File: config.mk
export PLATFORM = sky130hd
export DESIGN_NAME = branch_offset_enc
export DESIGN_NICKNAME = d
export VERILOG_FILES = /design/src/rtl/branch_offset_enc.sv
export SDC_FILE = /design/constraint.sdc
export NUM_CORES = 1
export LEC_CHECK = 0
export CAP_MARGIN = 10
export CORE_MARGIN = 4
export CORE_UTILIZATION = 54
export CTS_BUF_LIST = sky130_fd_sc_hd__clkbuf_16
export CTS_CLUSTER_SIZE = 14
export DETAILED_ROUTE_END_ITERATION = 10
export GPL_TIMING_DRIVEN = 0
export PLACE_DENSITY = 0.9
export SETUP_SLACK_MARGIN = 0.5
export SLEW_MARGIN = 20
export SYNTH_ARGS = -nofsm -noshare
export SYNTH_HDL_FRONTEND = slang
export SYNTH_SLANG_ARGS = --single-unit
File: constraint.sdc
create_clock -name clk -period 3.63 [get_ports clk]
set_input_delay 0.726 -clock clk [delete_from_list [all_inputs] [get_ports clk]]
set_output_delay 0.726 -clock clk [all_outputs]
set_load 0.05 [all_outputs]
File: src/rtl/branch_offset_enc.sv
// -----------------------------------------------------------------------------
// branch_offset_enc
//
// Converts an absolute branch target into the ARM B/BL 24-bit word offset and
// a complete branch instruction word. This is the inverse of the branch
// extender. It runs as a two-stage valid/ready pipeline that accepts one
// request per cycle:
//   stage 1 : diff = target - (pc + PC_AHEAD), modulo 2^32
//   stage 2 : alignment/range checks and the encoded result (output register)
// A saturating counter tracks how many erroneous results were delivered.
//
// Ports
//   clk        in   system clock, rising edge
//   reset_n    in   asynchronous active-low reset
//   in_valid   in   request present
//   in_ready   out  request accepted this cycle
//   pc         in   [31:0] address of the branch instruction
//   target     in   [31:0] branch destination address
//   cond       in   [3:0]  condition field
//   link       in   1 = BL, 0 = B
//   out_valid  out  result present
//   out_ready  in   consumer accepts result
//   instr      out  [31:0] encoded instruction (0 on error)
//   offset     out  [23:0] encoded offset field (0 on error)
//   err_align  out  difference not word aligned
//   err_range  out  difference outside the branch range
//   err_count  out  [ERR_CNT_W-1:0] erroneous results delivered, saturating
// -----------------------------------------------------------------------------
module branch_offset_enc #(
    parameter int PC_AHEAD  = 8,
    parameter int ERR_CNT_W = 8
) (
    input  logic                 clk,
    input  logic                 reset_n,
    input  logic                 in_valid,
    output logic                 in_ready,
    input  logic [31:0]          pc,
    input  logic [31:0]          target,
    input  logic [3:0]           cond,
    input  logic                 link,
    output logic                 out_valid,
    input  logic                 out_ready,
    output logic [31:0]          instr,
    output logic [23:0]          offset,
    output logic                 err_align,
    output logic                 err_range,
    output logic [ERR_CNT_W-1:0] err_count
);

    localparam logic [31:0] PC_AHEAD_C = 32'(PC_AHEAD);

    // A branch reaches +/-32 MiB: the top seven bits of the difference must
    // be pure sign extension of bit 25.
    function automatic logic in_range(input logic [31:0] d);
        return (d[31:25] == 7'h00) || (d[31:25] == 7'h7F);
    endfunction

    function automatic logic [ERR_CNT_W-1:0] sat_inc(input logic [ERR_CNT_W-1:0] c);
        return (&c) ? c : c + {{(ERR_CNT_W-1){1'b0}}, 1'b1};
    endfunction

    // Control
    logic                 vld_p1_q, vld_p1_d;
    logic                 vld_p2_q, vld_p2_d;
    logic                 s1_adv, s2_adv;
    logic                 in_fire, out_fire, ld_p2;

    // Stage-1 data (no reset needed: only consumed when vld_p1_q is set)
    logic signed [31:0]   diff_p1_q;
    logic [3:0]           cond_p1_q;
    logic                 link_p1_q;

    // Stage-2 / output registers
    logic [31:0]          instr_p2_q, instr_d;
    logic [23:0]          offset_p2_q, offset_d;
    logic                 ea_p2_q, ea_d;
    logic                 er_p2_q, er_d;
    logic [ERR_CNT_W-1:0] err_cnt_q, err_cnt_d;

    // Stage 2 can take new data when it is empty or being drained this
    // cycle; stage 1 likewise when it is empty or moving into stage 2.
    always_comb begin
        s2_adv   = !vld_p2_q || out_ready;
        s1_adv   = !vld_p1_q || s2_adv;
        in_fire  = in_valid && s1_adv;
        out_fire = vld_p2_q && out_ready;
        ld_p2    = vld_p1_q && s2_adv;
        vld_p1_d = s1_adv ? in_valid : vld_p1_q;
        vld_p2_d = s2_adv ? vld_p1_q : vld_p2_q;
    end

    // ---- stage 0 -> stage 1 : difference against the prefetched pc ----
    always_ff @(posedge clk) begin
        if (in_fire) begin
            diff_p1_q <= target - (pc + PC_AHEAD_C);
            cond_p1_q <= cond;
            link_p1_q <= link;
        end
    end

    // ---- stage 1 -> stage 2 : checks and encoding ----
    always_comb begin
        ea_d     = |diff_p1_q[1:0];
        er_d     = !in_range(diff_p1_q);
        offset_d = '0;
        instr_d  = '0;
        if (!ea_d && !er_d) begin
            offset_d = diff_p1_q[25:2];
            instr_d  = {cond_p1_q, 3'b101, link_p1_q, diff_p1_q[25:2]};
        end
    end

    // Only results actually handed to the consumer are counted.
    always_comb begin
        err_cnt_d = err_cnt_q;
        if (out_fire && (ea_p2_q || er_p2_q)) begin
            err_cnt_d = sat_inc(err_cnt_q);
        end
    end

    always_ff @(posedge clk or negedge reset_n) begin
        if (!reset_n) begin
            vld_p1_q    <= 1'b0;
            vld_p2_q    <= 1'b0;
            instr_p2_q  <= '0;
            offset_p2_q <= '0;
            ea_p2_q     <= 1'b0;
            er_p2_q     <= 1'b0;
            err_cnt_q   <= '0;
        end else begin
            vld_p1_q  <= vld_p1_d;
            vld_p2_q  <= vld_p2_d;
            err_cnt_q <= err_cnt_d;
            // Result fields only change when stage 2 loads, so they hold
            // steady while the consumer stalls.
            if (ld_p2) begin
                instr_p2_q  <= instr_d;
                offset_p2_q <= offset_d;
                ea_p2_q     <= ea_d;
                er_p2_q     <= er_d;
            end
        end
    end

    assign in_ready  = s1_adv;
    assign out_valid = vld_p2_q;
    assign instr     = instr_p2_q;
    assign offset    = offset_p2_q;
    assign err_align = ea_p2_q;
    assign err_range = er_p2_q;
    assign err_count = err_cnt_q;

endmodule

# Word level (Yosys, flattened, before mapping)
# Cells that the tools add are included.
[classes]
n_eq_ne = 1
muxes = 2
bitwise = 1
n_reduce_logical = 17
add_sub_neg = 3
[ops]
columns = ["operator", "n"]
rows = [
  ["32-bit by 4-bit adder with 32-bit output (second input constant)", 1],
  ["32-bit two-way mux", 1],
  ["32-bit subtractor", 1],
  ["24-bit two-way mux", 1],
  ["8-bit by 1-bit adder with 8-bit output (second input constant)", 1],
  ["8-bit AND reduction", 1],
  ["7-bit == test (second input constant)", 1],
  ["7-bit logical NOT", 1],
  ["1-bit logical AND", 5],
  ["1-bit logical NOT", 4],
  ["1-bit logical OR", 4],
  ["2-bit AND reduction", 1],
  ["2-bit OR reduction", 1],
  ["1-bit inverter", 1],
]
[totals]
register_bits = 105
elab_cells = 34
output_inout_bits = 68

# Logic depth before layout (Yosys ltp)
# Gate-level depths: netlist of run 1.
[depth]
depth_word = 4
mapped_depth = 11
depth_no_buf = 11

# Worst setup path after synthesis of run 1
# OpenSTA, ideal clock, no wires.
[synth_path]
path_type = "in2reg"
from = "input pc[1]"
to = "register diff_p1_q[25] (data pin)"
setup_slack_ns = 0.528
arrival_ns = 2.839
path_stages = 10
required_ns = 3.367
cell_sequence = "inv_1 > ha_1 > ha_1 > fa_1 > a211oi_1 > o21ai_1 > a31oi_4 > o221ai_2 > a311oi_2 > xnor2_1"
[synth_via]
elab_chain_len = 2
[synth_rtl]
columns = ["item", "line_no", "text"]
rows = [
  ["start, declared", "37", "input logic [31:0] pc,"],
  ["32-bit by 4-bit adder with 32-bit output", "95", "diff_p1_q <= target - (pc + PC_AHEAD_C);"],
  ["32-bit subtractor", "95", ""],
  ["end signal, assigned", "95", ""],
  ["end, declared", "69", "logic signed [31:0] diff_p1_q;"],
]
# No other way between the ends.
# A chain may end at the register's enable or synchronous reset.

# Worst setup path after layout of run 1
[layout_path]
from = "input pc[5]"
to = "register diff_p1_q[30] (data pin)"
# Same word-level chain as after synthesis.

==> results of run 1 <==
-- cells by family after synthesis --
kind of cell,share of synthesized area
AOI/OAI and AO/OA,0.183
xor gates and xnor gates,0.0510
adders and majority gates,0.145
buffers and inverters,0.112
DFF,0.394
muxes,0.00775
other,0.000683
and+or+nand+nor,0.108
-- layer usage --
metal	GRT usage	vias to the layer above	part of all wire
met3	0.0314	67	0.076
met2	0.467	315	0.51
met4	0.0676	0	0.032
met1	0.306	2463	0.38
li1	-	2277	-
met5	0	-	0
-- sequential cells by signal, indices dropped and copies added, names as in the netlist --
name / flops
err_range: 1
cond_p1_q: 4
vld_p1_q: 1
offset: 23
diff_p1_q: 32
link_p1_q: 1
out_valid: 1
instr: 7
err_align: 1
err_count: 8
-- power groups by stage --
stage | clock network [W] | logic (W) | registers (W)
finish | 0.00112 | 0.00138 | 0.00118
CTS | 0.00110 | 0.00117 | 0.00117
global route | 0.00115 | 0.00146 | 0.00119
global placement | 0 | 0.00103 | 0.00117
detailed placement | 0 | 0.00107 | 0.00118
floorplan | 0 | 0.000595 | 0.00129
-- final cells by class --
| cell class | instances | area [sq um] | area share |
|---|---|---|---|
| clock buffers | 9 | 225 | 0.0272 |
| flip-flops and latches | 79 | 2160 | 0.261 |
| plain buffers | 42 | 295 | 0.0357 |
| inverters | 92 | 345 | 0.0418 |
| clock inverters | 7 | 145 | 0.0176 |
| repair buffers | 166 | 1660 | 0.201 |
| multi-input cells | 345 | 3270 | 0.395 |
| well taps | 133 | 166 | 0.0201 |
-- through the flow --
step	worst slack [ns]	power (W)	hold slack, ns	utilization	cells
2_1_floorplan	0.528	0.00189	0.430	-	558
6_report	0.467	0.00367	0.363	0.842	873
3_3_place_gp	-0.304	0.00220	0.448	0.718	830
5_1_grt	0.398	0.00381	0.386	0.842	873
3_5_place_dp	-0.340	0.00225	0.452	0.723	832
4_1_cts	0.439	0.00344	0.371	0.788	856
-- worst max-delay path by stage --
stage | startpoint | endpoint | slack, ns
5_1_grt | target[16] | diff_p1_q[30] | 0.40
6_report | pc[5] | diff_p1_q[30] | 0.47
3_5_place_dp | pc[1] | diff_p1_q[25] | -0.34
3_3_place_gp | pc[1] | diff_p1_q[25] | -0.30
4_1_cts | target[14] | diff_p1_q[25] | 0.44
2_1_floorplan | pc[1] | diff_p1_q[25] | 0.53
-- placed cells by master, fill, tap and decap left out, types with 3 or more instances in the layout --
master           synthesis  layout
a211oi_1                 8       5
a211oi_2                 2       3
a21o_1                   8       8
a21oi_1                 27      20
a21oi_2                  1       3
a21oi_4                  0       5
a22o_1                  29      29
and3_1                   7       5
buf_4                   26      47
buf_6                    1       8
bufinv_16                0       4
clkbuf_1                11       9
clkbuf_16                0       9
clkbuf_2                 0       4
clkdlybuf4s50_1          0     125
dfrtp_1                 42      42
dlymetal6s2s_1           0       9
edfxtp_1                37      37
ha_1                    62      36
ha_4                     0      24
inv_1                   92      71
inv_2                    0      21
nand2_1                 29      28
nand2b_1                 8       8
nand3_1                  9       9
nand4_1                  8       8
nor2_1                  26      23
nor2_2                   0       3
nor2b_1                  4       4
nor3_1                   6       5
o211ai_1                 4       4
o21a_1                   4       4
o21ai_0                 15      12
o21ai_1                  4       3
o21ai_2                  0       3
o21bai_1                 6       6
xnor2_1                 19      19
xor2_1                  13      13
-- repair_timing --
item                       CTS  global route
cloned                       0             0
setup endpoints to repair   17            15
pin swaps                   18            31
buffers inserted             8            17
hold buffers                 0             0
gates resized for setup     45            96
==> key figures, run 1 <==
Timing
  • Min cycle time layout: 3.16 ns
  • Final setup TNS: 0 ns
  • Final Hold Vio Count: 0
  • Worst-margin pin slew: 0.593 ns
  • Slew HR: 0.599
  • Final setup viols: 0
  • Final period util: 0.871
  • RSZ-0062 raised after global routing: true
  • Clock Skew: 0.00971 ns
  • Max-slew violations: 0
  • Highest clock rate: 316 MHz

Die
  • Rows: 36
  • Die W: 109 um
  • Core Region: 0.00982 sq mm
  • Starting Density: 0.559
  • # IOs: 141
  • Total die area: 0.0118 sq mm
  • Chip height: 109 um

Global route
  • Largest net degree at the start of global routing: 25
  • Gr usage total: 0.251
  • Antenna violations before repair: 0
  • Overflow after GRT: 0
  • Vias in the first global route: 4,645
  • First-pass GRT wire length: 23,300 um

Drt
  • Via Count: 5,122
  • Initial DRT Pass Iterations: 5
  • DR iter-0 viols: 421
  • DRC errors left: 0
  • Post-DR wirelength/cell: 20.0 um
  • Post-Route WL: 17,500 um
  • Number of vias per cell: 5.87
  • Final antenna-violating net count: 0

Power and ir drop
  • Sequential power share: 0.321
  • Switch share: 0.339
  • Max VDD drop: 0.373 mV
  • Leakage power: 3.62 nW
  • Cell Pwr Density: 444 mW/mm^2
  • P_sw: 0.00124 W
  • Clock power frac: 0.304
  • Comb pwr share: 0.375
  • Pint: 0.00243 W

Worst setup path
  • Critical Setup Path Class: in -> reg
  • Max stage delay on crit path: 0.48 ns
  • Setup slack, reg-to-reg: 1.55 ns
  • WP buf/inv: 3
  • CP max stage cell: clkdlybuf4s50_1
  • Worst Setup Start Kind: primary input
  • CP arrival: 3.33 ns
  • R2R depth: 6
  • Crit path depth: 11
  • Worst Path Max Fanout: 4
  • Cells along the critical path: clkdlybuf4s50_1 > ha_4 > inv_2 > ha_4 > and2_4 > a221o_1 > o2111ai_2 > a211oi_2 > buf_4 > o2111a_1 > a211oi_2
  • Reg2reg end: instr[23]
  • Worst path required time: 3.80 ns
  • R2r startpoint: out_valid
  • Crit path max-delay family: compound AO/OA/AOI/OAI gates
  • Nature of the critical path endpoint: flip-flop

Synthesis
  • Area contributors post-synth: edfxtp_1 (20%), dfrtp_1 (19%), ha_1 (14%)
  • Synth top area share: 0.202
  • Post-synthesis sequential area ratio: 0.394
  • Mapped Area: 0.00549 sq mm
  • Most used DFF post-synth: dfrtp_1
  • Asr flop ratio synth: 0.532
  • Avg Cell Area, Syn: 9.84 sq um
  • List of most frequent post-synthesis cells: inv_1 (92), ha_1 (62), dfrtp_1 (42)
  • Flops & latches, synth: 79
  • Synth Net Count: 694
  • Yosys warnings: 0
  • Top-count cell post-synth: inv_1
  • Leading area contributor after synthesis: edfxtp_1
  • Post-synth EDFFs: 37
  • Post-Syn Instances: 558
  • Post-synth cell types: 65

Placed design
  • # port buffers: 139
  • GPL Wtd Cong: 0.834
  • DP HPWL: 10,600 um
  • Cell Area, Placed: 0.00710 sq mm

Final layout
  • Layout net count: 871
  • FILL cells: 492
  • Design Area, Final: 0.00827 sq mm
  • Share of cells above drive strength 1: 0.235
  • Layout area overhead: 50.6%
  • # diodes: 0

Clock tree
  • CTS Buffer Depth: 2
  • CTS tree: yes
  • Num CTS Buffers: 9
  • CTS Root Cell: clkbuf_16
  • Clock Latency Late Sink: 0.33 ns
  • Sink Count: 79
  • Reg clk slew, reported paths: 0.07 ns
  • Max H-tree Level: 3

Worst hold path
  • Worst Hold Class: in -> async

Run status
  • Status: complete, no violations

Run
  • Maxcap violations: 0
Power figures use the tool's default switching activity.
==> run 2, diff against run 1 <==
--- a/config.mk
+++ b/config.mk
@@ -9,7 +9,6 @@
 export CORE_MARGIN = 4
 export CORE_UTILIZATION = 54
 export CTS_BUF_LIST = sky130_fd_sc_hd__clkbuf_16
-export CTS_CLUSTER_SIZE = 14
 export DETAILED_ROUTE_END_ITERATION = 10
 export GPL_TIMING_DRIVEN = 0
 export PLACE_DENSITY = 0.9
@@ -18,3 +17,4 @@
 export SYNTH_ARGS = -nofsm -noshare
 export SYNTH_HDL_FRONTEND = slang
 export SYNTH_SLANG_ARGS = --single-unit
+export TNS_END_PERCENT = 1
==> run 2 against run 1 <==
  * Clock-buffer cell count did not move
  * Sequential cell count did not move
  * Clock skew fell by 0.0022 ns
  * Die area did not move
  * Clock power barely moved
  * Critical path type unchanged
  * Largest power group unchanged
  * Setup slack got worse by 0.0095 ns
  * Core utilization fell by 0.87 points
  * Sequential share of layout area rose by 0.27 points
  * Sequential power barely moved
  * Final area fell by 1.0%
  * Largest cell class unchanged
==> key figures, run 2 (same netlist as run 1, synthesis figures left out) <==
Run status
  • Status: complete, no violations

Worst setup path
  • R2R depth: 6
  • Nature of the critical path endpoint: flip-flop
  • CP arrival: 3.22 ns
  • Worst path required time: 3.68 ns
  • Worst Path Max Fanout: 8
  • Worst Setup Start Kind: primary input
  • Critical Setup Path Class: in -> reg

Power and ir drop
  • Sequential power share: 0.325
  • Cell Pwr Density: 443 mW/mm^2
  • P_sw: 0.00122 W
  • Comb pwr share: 0.371
  • Overall Power: 0.00363 W
  • Pint: 0.00241 W
  • Max VDD drop: 0.375 mV
  • Clock power frac: 0.304
  • Leakage power: 3.59 nW
  • Switch share: 0.335

Timing
  • Slew HR: 0.588
  • Min cycle time layout: 3.17 ns
  • Max-slew violations: 0
  • Clock Skew: 0.00751 ns
  • Hold Slack: 0.369 ns
  • Final period util: 0.874
  • Final Hold Vio Count: 0
  • Worst-margin pin slew: 0.610 ns
  • Highest clock rate: 315 MHz
  • RSZ-0062 raised after global routing: true
  • Final setup viols: 0

Die
  • Core Region: 0.00982 sq mm
  • Total die area: 0.0118 sq mm
  • # IOs: 141
  • Die W: 109 um
  • Starting Density: 0.559
  • Chip height: 109 um
  • Rows: 36

Clock tree
  • Max H-tree Level: 3
  • Sink Count: 79
  • Reg clk slew, reported paths: 0.06 ns
  • CTS tree: yes
  • Clock Latency Late Sink: 0.33 ns
  • Num CTS Buffers: 9
  • CTS Buffer Depth: 2
  • CTS Root Cell: clkbuf_16

Final layout
  • Most frequent cells in the layout: clkdlybuf4s50_1 (127), inv_1 (73), buf_4 (43)
  • Design Area, Final: 0.00818 sq mm
  • # diodes: 0
  • FILL cells: 512
  • Reg with most FFs: diff_p1_q
  • Layout area overhead: 49.1%
  • Share of cells above drive strength 1: 0.221
  • Max reg flops: 32
  • Area of the multi-input gates: 0.00322 sq mm
  • Layout net count: 867
  • Register area: 0.00216 sq mm
  • Finished Layout Cells: 869
  • Most common cell after layout, fill and taps aside: clkdlybuf4s50_1

Drt
  • DR iter-0 viols: 418
  • Final antenna-violating net count: 0
  • DRC errors left: 0
  • Post-DR wirelength/cell: 19.0 um
  • Post-Route WL: 16,500 um
  • Initial DRT Pass Iterations: 5
  • Number of vias per cell: 5.71
  • Via Count: 4,959

Global route
  • Overflow after GRT: 0
  • First-pass GRT wire length: 23,700 um
  • GR met3 Demand/Resource: 0.0332
  • GR Util met1: 0.309
  • Gr usage total: 0.257
  • Gr busiest metal: met2
  • Vias in the first global route: 4,679
  • Largest net degree at the start of global routing: 25
  • Antenna violations before repair: 0
  • Grt met2 use: 0.482

Placed design
  • GPL Wtd Cong: 0.834
  • DP HPWL: 10,600 um
  • Post-Place Cells: 832
  • Cell Area, Placed: 0.00710 sq mm
  • # port buffers: 139

Run
  • Maxcap violations: 0

Worst hold path
  • Worst Hold Class: in -> async
-- run 2: cell count changes in the layout (fill, tap and decap cells not counted), moves of 2 or more --
cell and change:
buf_4 -4, clkdlybuf4s50_1 +2, ha_1 +3, ha_4 -4, inv_1 +2, inv_2 -2, nor2_2 -2
-- run 2: final timing paths --
path | slack, ns | end | from
max | 0.46 | diff_p1_q[25] | target[12]
min | 0.37 | offset[6] | reset_n
max reg2reg | 1.50 | instr[23] | out_valid
min reg2reg | 0.46 | instr[30] | cond_p1_q[2]
max in group asynchronous | 2.77 | instr[29] | reset_n
min in group clk | 0.46 | instr[30] | cond_p1_q[2]
-- run 2: per-layer routing --
layer | vias to the layer above | wire length, um
li1 | 2276 | -
met1 | 2403 | 6490
met2 | 246 | 8620
met3 | 34 | 989
met4 | 0 | 437
met5 | - | 0
-- run 2: what timing repair did --
action | CTS | global route
buffers inserted | 6 | 14
setup endpoints to repair | 17 | 16
pin swaps | 11 | 32
gates resized for setup | 27 | 108
hold buffers | 0 | 0
gates cloned | 0 | 1
-- run 2: power by group through the flow --
stage	combinational [W]	sequential, W	clock (W)
floorplan	0.000595	0.00129	0
global placement	0.00103	0.00117	0
detailed placement	0.00107	0.00118	0
CTS	0.00114	0.00117	0.00110
global route	0.00144	0.00118	0.00114
finish	0.00135	0.00118	0.00110
-- run 2: final cells by class --
cell class / instances / area share
Clock inverter: 7 / 0.0177
Multi-Input combinational cell: 345 / 0.394
Tap cell: 133 / 0.0203
Clock buffer: 9 / 0.0275
Sequential cell: 79 / 0.264
Inverter: 92 / 0.0422
Timing Repair Buffer: 162 / 0.198
Buffer: 42 / 0.0361
-- run 2: worst max-delay path, cell delays in order --
cell and delay, ns:
clkdlybuf4s50_1 0.46, inv_1 0.04, ha_1 0.28, inv_2 0.05, ha_4 0.23, buf_6 0.13
nand4_1 0.10, o211ai_1 0.19, a31oi_4 0.40, o221ai_4 0.18, a311oi_2 0.29, xnor2_1 0.15
-- run 2: per-stage QoR --
step | TNS [ns] | setup WS [ns] | utilization
3_5_place_dp | -1.73 | -0.340 | 0.723
2_1_floorplan | 0 | 0.528 | -
4_1_cts | 0 | 0.410 | 0.781
3_3_place_gp | -1.50 | -0.304 | 0.718
6_report | 0 | 0.457 | 0.833
5_1_grt | 0 | 0.375 | 0.833
==> run 3, diff against run 2 <==
--- a/config.mk
+++ b/config.mk
@@ -12,8 +12,8 @@
 export DETAILED_ROUTE_END_ITERATION = 10
 export GPL_TIMING_DRIVEN = 0
 export PLACE_DENSITY = 0.9
+export RECOVER_POWER = 50
 export SETUP_SLACK_MARGIN = 0.5
-export SLEW_MARGIN = 20
 export SYNTH_ARGS = -nofsm -noshare
 export SYNTH_HDL_FRONTEND = slang
 export SYNTH_SLANG_ARGS = --single-unit
==> run 3 against run 2 <==
  * The flow now finishes with violations (capacitance limit, slew limit)
  * Sequential cell count is the same
  * Sequential share of layout area is 0.52 points higher
  * Sequential power about the same
  * Critical endpoint unchanged
  * Highest routed layer unchanged
==> key figures, run 3 (same netlist as run 1, synthesis figures left out) <==
Final layout
  • Share of cells above drive strength 1: 0.205
  • Most common cell after layout, fill and taps aside: clkdlybuf4s50_1
  • Final Util: 0.817
  • Reg with most FFs: diff_p1_q
  • Layout area overhead: 46.2%
  • Layout net count: 867
  • FILL cells: 568
  • Max reg flops: 32
  • Finished Layout Cells: 869
  • Most frequent cells in the layout: clkdlybuf4s50_1 (108), inv_1 (79), buf_4 (45)
  • # diodes: 0

Worst setup path
  • Critical Setup Path Class: in -> reg
  • Max stage delay on crit path: 0.48 ns
  • CP arrival: 3.37 ns
  • Worst Path Max Fanout: 6
  • CP max stage cell: fa_1
  • Nature of the critical path endpoint: flip-flop
  • Crit path max-delay family: compound AO/OA/AOI/OAI gates
  • Cells along the critical path: dlygate4sd2_1 > inv_1 > ha_1 > ha_1 > fa_1 > a211oi_4 > o21ai_2 > a31oi_4 > o221ai_4 > a311oi_2 > xnor2_2
  • WP buf/inv: 2
  • Worst Setup Start Kind: primary input
  • Most used cell, CP: ha_1
  • Worst path required time: 3.70 ns

Die
  • Rows: 36
  • Chip height: 109 um
  • # IOs: 141
  • Total die area: 0.0118 sq mm
  • Die W: 109 um
  • Starting Density: 0.559
  • Core Region: 0.00982 sq mm

Clock tree
  • CTS tree: yes
  • Max H-tree Level: 3
  • Clock Latency Late Sink: 0.33 ns
  • Sink Count: 79
  • CTS Buffer Depth: 2
  • Reg clk slew, reported paths: 0.06 ns
  • Num CTS Buffers: 9
  • CTS Root Cell: clkbuf_16

Power and ir drop
  • Cell Pwr Density: 414 mW/mm^2
  • Sequential power share: 0.352
  • Pint: 0.00212 W
  • Max VDD drop: 0.338 mV
  • Comb pwr share: 0.406
  • Clock power frac: 0.243
  • Switch share: 0.362
  • P_sw: 0.00120 W
  • Leakage power: 3.58 nW

Run
  • Maxcap violations: 2

Drt
  • Post-Route WL: 16,300 um
  • Initial DRT Pass Iterations: 6
  • DRC errors left: 0
  • Via Count: 5,083
  • DR iter-0 viols: 390
  • Number of vias per cell: 5.85
  • Post-DR wirelength/cell: 18.8 um
  • Final antenna-violating net count: 0

Placed design
  • Worst slack at placement: -0.313 ns
  • Post-Place Cells: 830
  • DP HPWL: 10,300 um
  • # port buffers: 139
  • GPL Wtd Cong: 0.834

Timing
  • Fin worst setup slack: 0.331 ns
  • Max-slew violations: 81
  • Highest clock rate: 303 MHz
  • RSZ-0062 raised after global routing: true
  • Hold Slack: 0.462 ns
  • Final setup viols: 0
  • Final Hold Vio Count: 0
  • Final period util: 0.909
  • Slew HR: -0.447
  • Clock Skew: 0.00917 ns
  • Worst-margin pin slew: 2.17 ns
  • Min cycle time layout: 3.30 ns

Worst hold path
  • Worst Hold Class: reg -> reg

Global route
  • First-pass GRT wire length: 22,200 um
  • Largest net degree at the start of global routing: 43
  • Overflow after GRT: 0
  • Antenna violations before repair: 0
  • Gr usage total: 0.241
  • Vias in the first global route: 4,681

Run status
  • Failing checks: capacitance limit, slew limit
  • Status: complete, but fails checks
==> run 3: cell types whose count changed in the layout (fill, tap and decap cells not counted), moves of 3 or more <==
cell,delta
inv_2,-5
inv_1,+6
clkdlybuf4s50_1,-19
dlygate4sd3_1,+19
bufinv_16,-4
clkinv_2,+3
==> run 3: final timing paths <==
| kind | endpoint | slack (ns) | cells past startpoint | from |
|---|---|---|---|---|
| max | diff_p1_q[25] | 0.33 | 11 | pc[1] |
| min | offset[17] | 0.46 | 1 | diff_p1_q[19] |
| max reg2reg | diff_p1_q[28] | 1.31 | 2 | out_valid |
| min reg2reg | offset[17] | 0.46 | 1 | diff_p1_q[19] |
| max in group asynchronous | instr[28] | 1.36 | 1 | reset_n |
| min in group asynchronous | err_count[0] | 1.03 | 1 | reset_n |
==> run 3: repair_timing <==
item / in CTS / in global routing
hold buffers: 0 / 0
gates resized for setup: 27 / 102
buffers inserted: 8 / 14
setup endpoints to repair: 16 / 16
pin swaps: 11 / 35
cloned: 0 / 1
==> run 3: metrics by stage <==
step / setup TNS (ns) / total power, W / instance area (sq um)
floorplan: 0 / 0.00189 / 5490
global placement: -1.50 / 0.00220 / 7050
finish: 0 / 0.00333 / 8030
global route: 0 / 0.00347 / 8030
detailed placement: -1.55 / 0.00224 / 7040
CTS: 0 / 0.00310 / 7540
==> run 3: cell type report <==
type	instances	area [sq um]	area share
inverter	92	345	0.0430
sequential	79	2160	0.269
timing repair buffer	162	1580	0.197
buffer	42	297	0.0369
clock inverter	7	41.3	0.00514
multi-input combinational	345	3210	0.399
clock buffer	9	225	0.0281
tap	133	166	0.0207
==> run 3: worst reg2reg max path, stage by stage, from the launching register on <==
cell and delay (ns):
dfrtp_1 0.41, nand3b_1 0.16, and2_1 1.31
==> run 3: power by group through the flow <==
stage	clock (W)	combinational, W	sequential (W)
6_report	0.000807	0.00135	0.00117
3_5_place_dp	0	0.00106	0.00118
2_1_floorplan	0	0.000595	0.00129
4_1_cts	0.000803	0.00113	0.00116
3_3_place_gp	0	0.00103	0.00117
5_1_grt	0.000850	0.00144	0.00118
==> run 3: layer usage <==
layer,vias up,share of wire,GRT usage,wire [um]
li1,2281,-,-,-
met3,63,0.075,0.0367,1230
met5,-,0,0,0
met4,0,0.041,0.115,675
met1,2425,0.37,0.285,6020
met2,314,0.51,0.429,8400
